File: src/rtl/core_pkg.sv
// Shared core types: register index, architectural register count, busy scoreboard vector.
// No logic; types and constants only.
// No flow control.
package core_pkg;

   localparam int NUM_ARCH_REGS = 32;

   typedef logic [4:0]  reg_idx_t;
   typedef logic [31:0] rf_busy_t;

endpackage : core_pkg

File: src/rtl/letc_core_rf_rdport.sv
// One register-file read channel: selects stored data or same-cycle writeback forward, plus busy flag.
// Zero-cycle latency (purely combinational).
// No backpressure; output follows inputs every cycle.
//
// Ports:
//   i_idx       read index
//   i_regs      flattened register view, entry 0 is constant zero
//   i_busy      busy scoreboard, bit 0 always zero
//   i_wb_*      writeback in flight this cycle (used for forwarding)
//   i_en        low forces both outputs to zero (held in reset)
//   o_data      read data
//   o_busy      pending-write flag for the indexed register
module letc_core_rf_rdport
   import core_pkg::*;
#(
   parameter int XLEN   = 32,
   parameter int BYPASS = 1
) (
   input  logic [4:0]                                i_idx,
   input  logic [NUM_ARCH_REGS-1:0][XLEN-1:0]        i_regs,
   input  rf_busy_t                                  i_busy,
   input  logic                                      i_wb_valid,
   input  logic [4:0]                                i_wb_rd,
   input  logic [XLEN-1:0]                           i_wb_data,
   input  logic                                      i_en,
   output logic [XLEN-1:0]                           o_data,
   output logic                                      o_busy
);

   logic fwd;

   // Forwarding never applies to x0: a writeback aimed at x0 is discarded.
   assign fwd = (BYPASS != 0) && i_wb_valid && (i_wb_rd == i_idx) && (i_idx != 5'd0);

   always_comb begin
      o_data = '0;
      o_busy = 1'b0;
      if (i_en) begin
         o_data = fwd ? i_wb_data : i_regs[i_idx];
         // A forwarded value is final, so the register is no longer pending for this reader.
         o_busy = fwd ? 1'b0 : i_busy[i_idx];
      end
   end

endmodule : letc_core_rf_rdport

File: src/rtl/letc_core_rf.sv
// Integer register file x0..x31 with multi-port combinational reads and a busy (pending-write) scoreboard.
// Reads zero-cycle latency; writes and busy updates land on the rising edge of i_clk.
// No backpressure; issue/writeback/flush are accepted unconditionally every cycle.
//
// Ports:
//   i_clk, i_rst_n               clock, asynchronous active-low reset
//   i_rs_idx / o_rs_data / o_rs_busy   per-channel read index, data and pending flag
//   i_issue_valid, i_issue_rd    marks rd busy at the edge
//   i_wb_valid, i_wb_rd, i_wb_data     writes data, clears busy at the edge
//   i_flush                      clears every busy bit at the edge
//   o_busy_any                   OR of all busy bits
module letc_core_rf
   import core_pkg::*;
#(
   parameter int XLEN         = 32,
   parameter int NUM_RD_PORTS = 2,
   parameter int BYPASS       = 1
) (
   input  logic                                  i_clk,
   input  logic                                  i_rst_n,
   input  reg_idx_t [NUM_RD_PORTS-1:0]           i_rs_idx,
   output logic [NUM_RD_PORTS-1:0][XLEN-1:0]     o_rs_data,
   output logic [NUM_RD_PORTS-1:0]               o_rs_busy,
   input  logic                                  i_issue_valid,
   input  reg_idx_t                              i_issue_rd,
   input  logic                                  i_wb_valid,
   input  reg_idx_t                              i_wb_rd,
   input  logic [XLEN-1:0]                       i_wb_data,
   input  logic                                  i_flush,
   output logic                                  o_busy_any
);

   // x0 has no storage; index 0 of the read view is tied to zero.
   logic [XLEN-1:0]                       regs_q [1:NUM_ARCH_REGS-1];
   logic [NUM_ARCH_REGS-1:0][XLEN-1:0]    rf_view;
   logic [NUM_ARCH_REGS-1:1]              busy_q;
   logic [NUM_ARCH_REGS-1:1]              busy_d;
   rf_busy_t                              busy_vec;

   // ------------------------------------------------------------------
   // Data storage
   // ------------------------------------------------------------------
   always_ff @(posedge i_clk or negedge i_rst_n) begin
      if (!i_rst_n) begin
         for (int i = 1; i < NUM_ARCH_REGS; i++) begin
            regs_q[i] <= '0;
         end
      end else if (i_wb_valid && (i_wb_rd != 5'd0)) begin
         regs_q[i_wb_rd] <= i_wb_data;
      end
   end

   always_comb begin
      rf_view[0] = '0;
      for (int i = 1; i < NUM_ARCH_REGS; i++) begin
         rf_view[i] = regs_q[i];
      end
   end

   // ------------------------------------------------------------------
   // Busy scoreboard
   // Priority per bit: flush clears > issue sets > writeback clears.
   // Issue beating writeback on the same rd keeps the newer producer pending.
   // ------------------------------------------------------------------
   always_comb begin
      busy_d = busy_q;
      for (int i = 1; i < NUM_ARCH_REGS; i++) begin
         if (i_flush) begin
            busy_d[i] = 1'b0;
         end else if (i_issue_valid && (i_issue_rd == reg_idx_t'(i))) begin
            busy_d[i] = 1'b1;
         end else if (i_wb_valid && (i_wb_rd == reg_idx_t'(i))) begin
            busy_d[i] = 1'b0;
         end
      end
   end

   always_ff @(posedge i_clk or negedge i_rst_n) begin
      if (!i_rst_n) begin
         busy_q <= '0;
      end else begin
         busy_q <= busy_d;
      end
   end

   assign busy_vec   = {busy_q, 1'b0};
   assign o_busy_any = |busy_q;

   // ------------------------------------------------------------------
   // Read channels
   // ------------------------------------------------------------------
   for (genvar n = 0; n < NUM_RD_PORTS; n++) begin : g_rdport
      letc_core_rf_rdport #(
         .XLEN   (XLEN),
         .BYPASS (BYPASS)
      ) u_rdport (
         .i_idx      (i_rs_idx[n]),
         .i_regs     (rf_view),
         .i_busy     (busy_vec),
         .i_wb_valid (i_wb_valid),
         .i_wb_rd    (i_wb_rd),
         .i_wb_data  (i_wb_data),
         // Storage is already zero in reset; this also blocks forwarding so outputs read zero.
         .i_en       (i_rst_n),
         .o_data     (o_rs_data[n]),
         .o_busy     (o_rs_busy[n])
      );
   end

endmodule : letc_core_rf

File: config.mk
export PLATFORM = sky130hd
export DESIGN_NAME = letc_core_rf
export DESIGN_NICKNAME = d
export VERILOG_FILES = /design/src/rtl/core_pkg.sv /design/src/rtl/letc_core_rf_rdport.sv /design/src/rtl/letc_core_rf.sv
export SDC_FILE = /design/constraint.sdc
export NUM_CORES = 2
export LEC_CHECK = 0
export ABC_AREA = 1
export CAP_MARGIN = 0
export CORE_MARGIN = 2
export CORE_UTILIZATION = 35
export CTS_BUF_LIST = sky130_fd_sc_hd__clkbuf_16
export DETAILED_ROUTE_END_ITERATION = 8
export SLEW_MARGIN = 5
export SYNTH_ARGS = -nofsm -noshare
export SYNTH_HDL_FRONTEND = slang
export SYNTH_SLANG_ARGS = --single-unit
File: constraint.sdc
create_clock -name i_clk -period 1.7 [get_ports i_clk]
set_input_delay 0.17 -clock i_clk [delete_from_list [all_inputs] [get_ports i_clk]]
set_output_delay 0.17 -clock i_clk [all_outputs]
set_load 0.01 [all_outputs]
**After elaboration in Yosys (flattened, before gate mapping)**

Cells that the tools add are included.

- Register bits after elaboration: 1,023
- Bits of input ports: 57
- Logic and storage cells: 346

- Order comparisons: 4
- Equality and inequality tests: 64
- Multiplexer cells: 112
- Bitwise gates (word level): 1
- Reductions and logical operators: 103

Operators by type and width:

| cell | count |
|---|---|
| bitwise mux 992 bit | 1 |
| binary-select mux 32 bit (select 5 bit) | 2 |
| two-way mux 32 bit | 7 |
| demux 32 bit (select 5 bit) | 1 |
| == test 5 bit (second input constant) | 32 |
| two-way mux 1 bit | 99 |
| nonzero test 3 bit | 31 |
| == test 5 x 4 -> 1 bit (second input constant) | 16 |
| logical AND 1 bit | 68 |
| == test 5 x 3 -> 1 bit (second input constant) | 8 |
| OR reduction 31 bit | 1 |
| == test 5 x 2 -> 1 bit (second input constant) | 4 |
| nonzero test 5 bit | 3 |
| < comparator 5 x 6 -> 1 bit (second input constant) | 2 |
| binary-select mux 1 bit (select 5 bit) | 2 |
| == test 5 x 1 -> 1 bit (second input constant) | 2 |
| == test 5 bit | 2 |
| greater-or-equal comparator 6 bit (second input constant) | 1 |
| < comparator 6 x 1 -> 1 bit (second input constant) | 1 |
| NOT 5 -> 6 bit | 1 |

**Depth between registers and ports, before layout**

- Depth in word-level cells: 6
- Gate-level depth with buffers: 15
- Gate-level depth less buffers: 11

**Modules after synthesis**

From an unflattened synthesis, not the netlist that was laid out.

- Cell total of the unflattened synthesis: 8,604
- Area, all modules: 58,436.0 um^2

Modules (own cells, without submodules):

| module | times used | cells each | area each (um^2) |
|---|---|---|---|
| letc_core_rf | 1 | 3,558 | 36,590.1 |
| letc_core_rf_rdport | 2 | 2,523 | 10,923.0 |

**Least setup slack after synthesis**

Ideal clock, no wire load.

- Path kind: input -> output
- Start point: input i_rs_idx[1] (netlist name)
- End point: output o_rs_busy[0]
- Arrival time: 1,379 ps
- Required time: 1,530 ps
- Path slack: 151 ps
- Cell stages on the path: 10
- Buffers on the path: 4
- Cells stage by stage: buf_4 clkinv_2 buf_4 clkbuf_1 nand3_1 nand3_1 nand3_1 a21oi_1 nor2_1 buf_4

- Cells in the longest elaborated chain, start to end: 5
- Elaborated cells on any way between the ends: 8

Ends and longest elaborated chain:

| item | RTL line | source |
|---|---|---|
| start, declared | letc_core_rf.sv:21 | `input reg_idx_t [NUM_RD_PORTS-1:0] i_rs_idx,` |
| parallel branches: the longest is 3 deep, another holds binary-select mux 1 bit (select 5 bit) | n/a |  |
| two-way mux 1 bit (*) | letc_core_rf_rdport.sv:41 | `o_busy = fwd ? 1'b0 : i_busy[i_idx];` |
| two-way mux 1 bit (*) | letc_core_rf_rdport.sv:38 | `if (i_en) begin` |
| end, declared | letc_core_rf.sv:23 | `output logic [NUM_RD_PORTS-1:0] o_rs_busy,` |

Every way passes the cells marked *. The select of a mux whose other input is x is not followed.

==> results.json <==
{
  "grt_first_pass_wirelength_mm": 386,
  "setup-tns-final_ps": -47470,
  "ant_nets": 0,
  "dieHeight_um": 412,
  "rr_worst_depth": 5,
  "cp-endpoint": "o_rs_data[40]",
  "synth_fp_nets": 8598,
  "nets": 8973,
  "fp.dieArea_um2": 170000,
  "core_um2": 165000,
  "outcome": "finished, violations left",
  "synth_top_area_share": 0.439,
  "worstSetupEndpointType": "output port",
  "ioPinCount": 124,
  "vias_per_cell": 5.71,
  "insertion_delay_ps": 760,
  "startpoint_type": "register",
  "ys_async_sr_fraction": 1.00,
  "antenna_found_initial": 13,
  "cts_root_buffer": "clkbuf_16",
  "syn_inst": 8541,
  "synth_warnings": 0,
  "grt.overflow.total": 0,
  "yosysMostFrequentCell": "nand2_1",
  "max_slew_margin": 0.414,
  "vias": 64000,
  "drc": 0,
  "clock_path_buffers": 3,
  "syn_area_per_cell_um2": 6.82,
  "crit_arrival_ps": 2180,
  "r2r_end": "regs_q[920]",
  "drive_gt1_frac": 0.215,
  "crit_start": "regs_q[72]",
  "synth_sequential_area_ratio": 0.439,
  "finalHoldViolCount": 0,
  "critPathRequiredTime_ps": 1530,
  "p_total_mw": 76.4,
  "numCtsBuffers": 115,
  "violations": "negative setup slack",
  "synth_top_area_cell": "dfrtp_1",
  "portBuffers": 123,
  "max_clock_freq_mhz": 425,
  "synth_edf_count": 0,
  "r2r-start": "regs_q[920]",
  "r2r_setup_slack_ps": 660,
  "finalMaxSlewViolations": 0,
  "setup_viol": 179,
  "tightest_slew_ps": 878,
  "leakagePower_nw": 35.9,
  "syn_to_final_growth_pct": 31.0,
  "worstPathMaxFanout": 3,
  "grt_usage": 0.297,
  "fp-row-count": 149,
  "fin_crit_ps": 2350,
  "finalCritPeriodShare": 1.38,
  "start_util": 0.353,
  "netlist_top_cells_count": "3316 x nand2_1, 1551 x nand3_1, 1037 x o21ai_0",
  "gp_congestion": 0.958,
  "h-tree-depth": 3,
  "drv_cap": 0,
  "clkTransAtPathRegs_ps": 60,
  "synthFlopType": "dfrtp_1",
  "clock_skew_ps": 0,
  "first_pass_iters": 7,
  "worstSetupPathType": "register to output port",
  "synth_area_leaders": "dfrtp_1 44%, nand2_1 21%, nand3_1 13%",
  "drt_iter0_markers": 8748,
  "cts_sinks": 1023,
  "synth_cell_types": 30,
  "powerDensity_nw_per_um2": 1000,
  "irDropWorstVdd_uv": 796,
  "grt_pass1_vias": 59800,
  "pre_cts_ws_ps": -1080,
  "wl_per_cell_um": 23.0,
  "rsz0062_at_grt": "yes",
  "worstHoldStart": "i_issue_rd[0]",
  "netlist_area_um2": 58300,
  "grt_start_max_net_pins": 130,
  "dieWidth_um": 412,
  "drt-total-wl_mm": 258,
  "worst_slack_ps": -652,
  "dp_hpwl_mm": 168,
  "synth-seq-cells": 1023,
  "min_path_type": "input pin to register",
  "cts_tree": "yes"
}
-- critical path, stage by stage (launching register included) --
cell and delay, ps:
dfrtp_1 410, buf_4 140, nand2_1 50, nand3_1 80
nand3_1 100, nand3_2 110, nand2_2 170, nand3_2 100
nand2_2 90, inv_1 40, buf_2 130
-- power by group --
part	internal, mW	switching [mW]	leakage (nW)	total (mW)
sequential	28.8	3.54	13.3	32.3
clock	14.3	10.9	1.89	25.1
combinational	8.16	10.8	20.7	18.9
-- area by class of cell --
type | instances | area (um2)
timing repair buffer | 1031 | 11300
multi-input combinational | 6542 | 32200
antenna | 6 | 15.0
sequential | 1023 | 25600
fill | 16300 | 88800
clock inverter | 88 | 726
tap | 2189 | 2740
clock buffer | 117 | 2930
inverter | 203 | 815
-- sequential cells by signal, summed over array words and instances (netlist names) --
register,count
regs_q,992
busy_q,31
-- metrics by stage --
step / utilization / instances / hold WS [ps] / area [um2]
3_3_place_gp: 0.413 / 10900 / 405 / 68200
3_5_place_dp: 0.413 / 10900 / 401 / 68200
2_1_floorplan: - / 8541 / -126 / 58300
4_1_cts: 0.450 / 11100 / 132 / 74300
5_1_grt: 0.462 / 11200 / 215 / 76300
6_report: 0.462 / 11200 / 175 / 76300
-- worst min path at each step --
stage,to,slack (ps),cells past startpoint
2_1_floorplan,busy_q[10],-130,0
6_report,busy_q[16],170,4
3_5_place_dp,regs_q[222],400,3
5_1_grt,busy_q[16],210,4
4_1_cts,busy_q[16],130,4
3_3_place_gp,regs_q[222],410,3
-- what timing repair did --
action                     4_1_cts  5_1_grt
pin swaps                      420      380
setup endpoints to repair       67      319
buffers inserted                52       76
hold endpoints to repair       258      153
gates cloned                     0        0
hold buffers                     1        1
resized for setup              825      424
-- routing by layer --
layer,GRT usage,part of all wire,vias to the layer above
li1,-,-,28600
met5,0,0.000050,-
met1,0.405,0.40,30400
met2,0.442,0.42,4046
met3,0.0783,0.13,872
met4,0.132,0.054,2
-- kinds of logic (layout without fill, tap and decap cells) --
logic type,after synthesis,in the layout,synth area share
AOI/OAI and AO/OA,1277,1277,0.110
buffers and inverters,976,1439,0.0757
and+or+nand+nor,5264,5264,0.375
DFF,1023,1023,0.439
xor gates and xnor gates,1,1,0.000150
other,0,6,0
-- layout by cell type, fill, tap and decap left out, types with 7 or more instances in the layout --
| cell type | n |
|---|---|
| clkinv_1 | 28 |
| buf_6 | 86 |
| inv_1 | 196 |
| nand4_1 | 7 |
| nor2_2 | 64 |
| inv_2 | 26 |
| clkdlybuf4s50_1 | 39 |
| clkbuf_16 | 117 |
| or2_4 | 23 |
| nand3_1 | 1129 |
| dfrtp_1 | 1022 |
| a21oi_1 | 119 |
| o21ai_1 | 89 |
| nand2_2 | 150 |
| buf_4 | 586 |
| nor2_4 | 20 |
| clkinv_2 | 14 |
| a21oi_2 | 20 |
| bufinv_16 | 13 |
| buf_12 | 259 |
| nand2_1 | 3112 |
| nor2_1 | 261 |
| nand2_4 | 55 |
| or2_0 | 10 |
| buf_2 | 48 |
| nand3_4 | 69 |
| a31oi_1 | 21 |
| nand3_2 | 353 |
| o21ai_0 | 1022 |
Power figures use the tool's default switching activity.
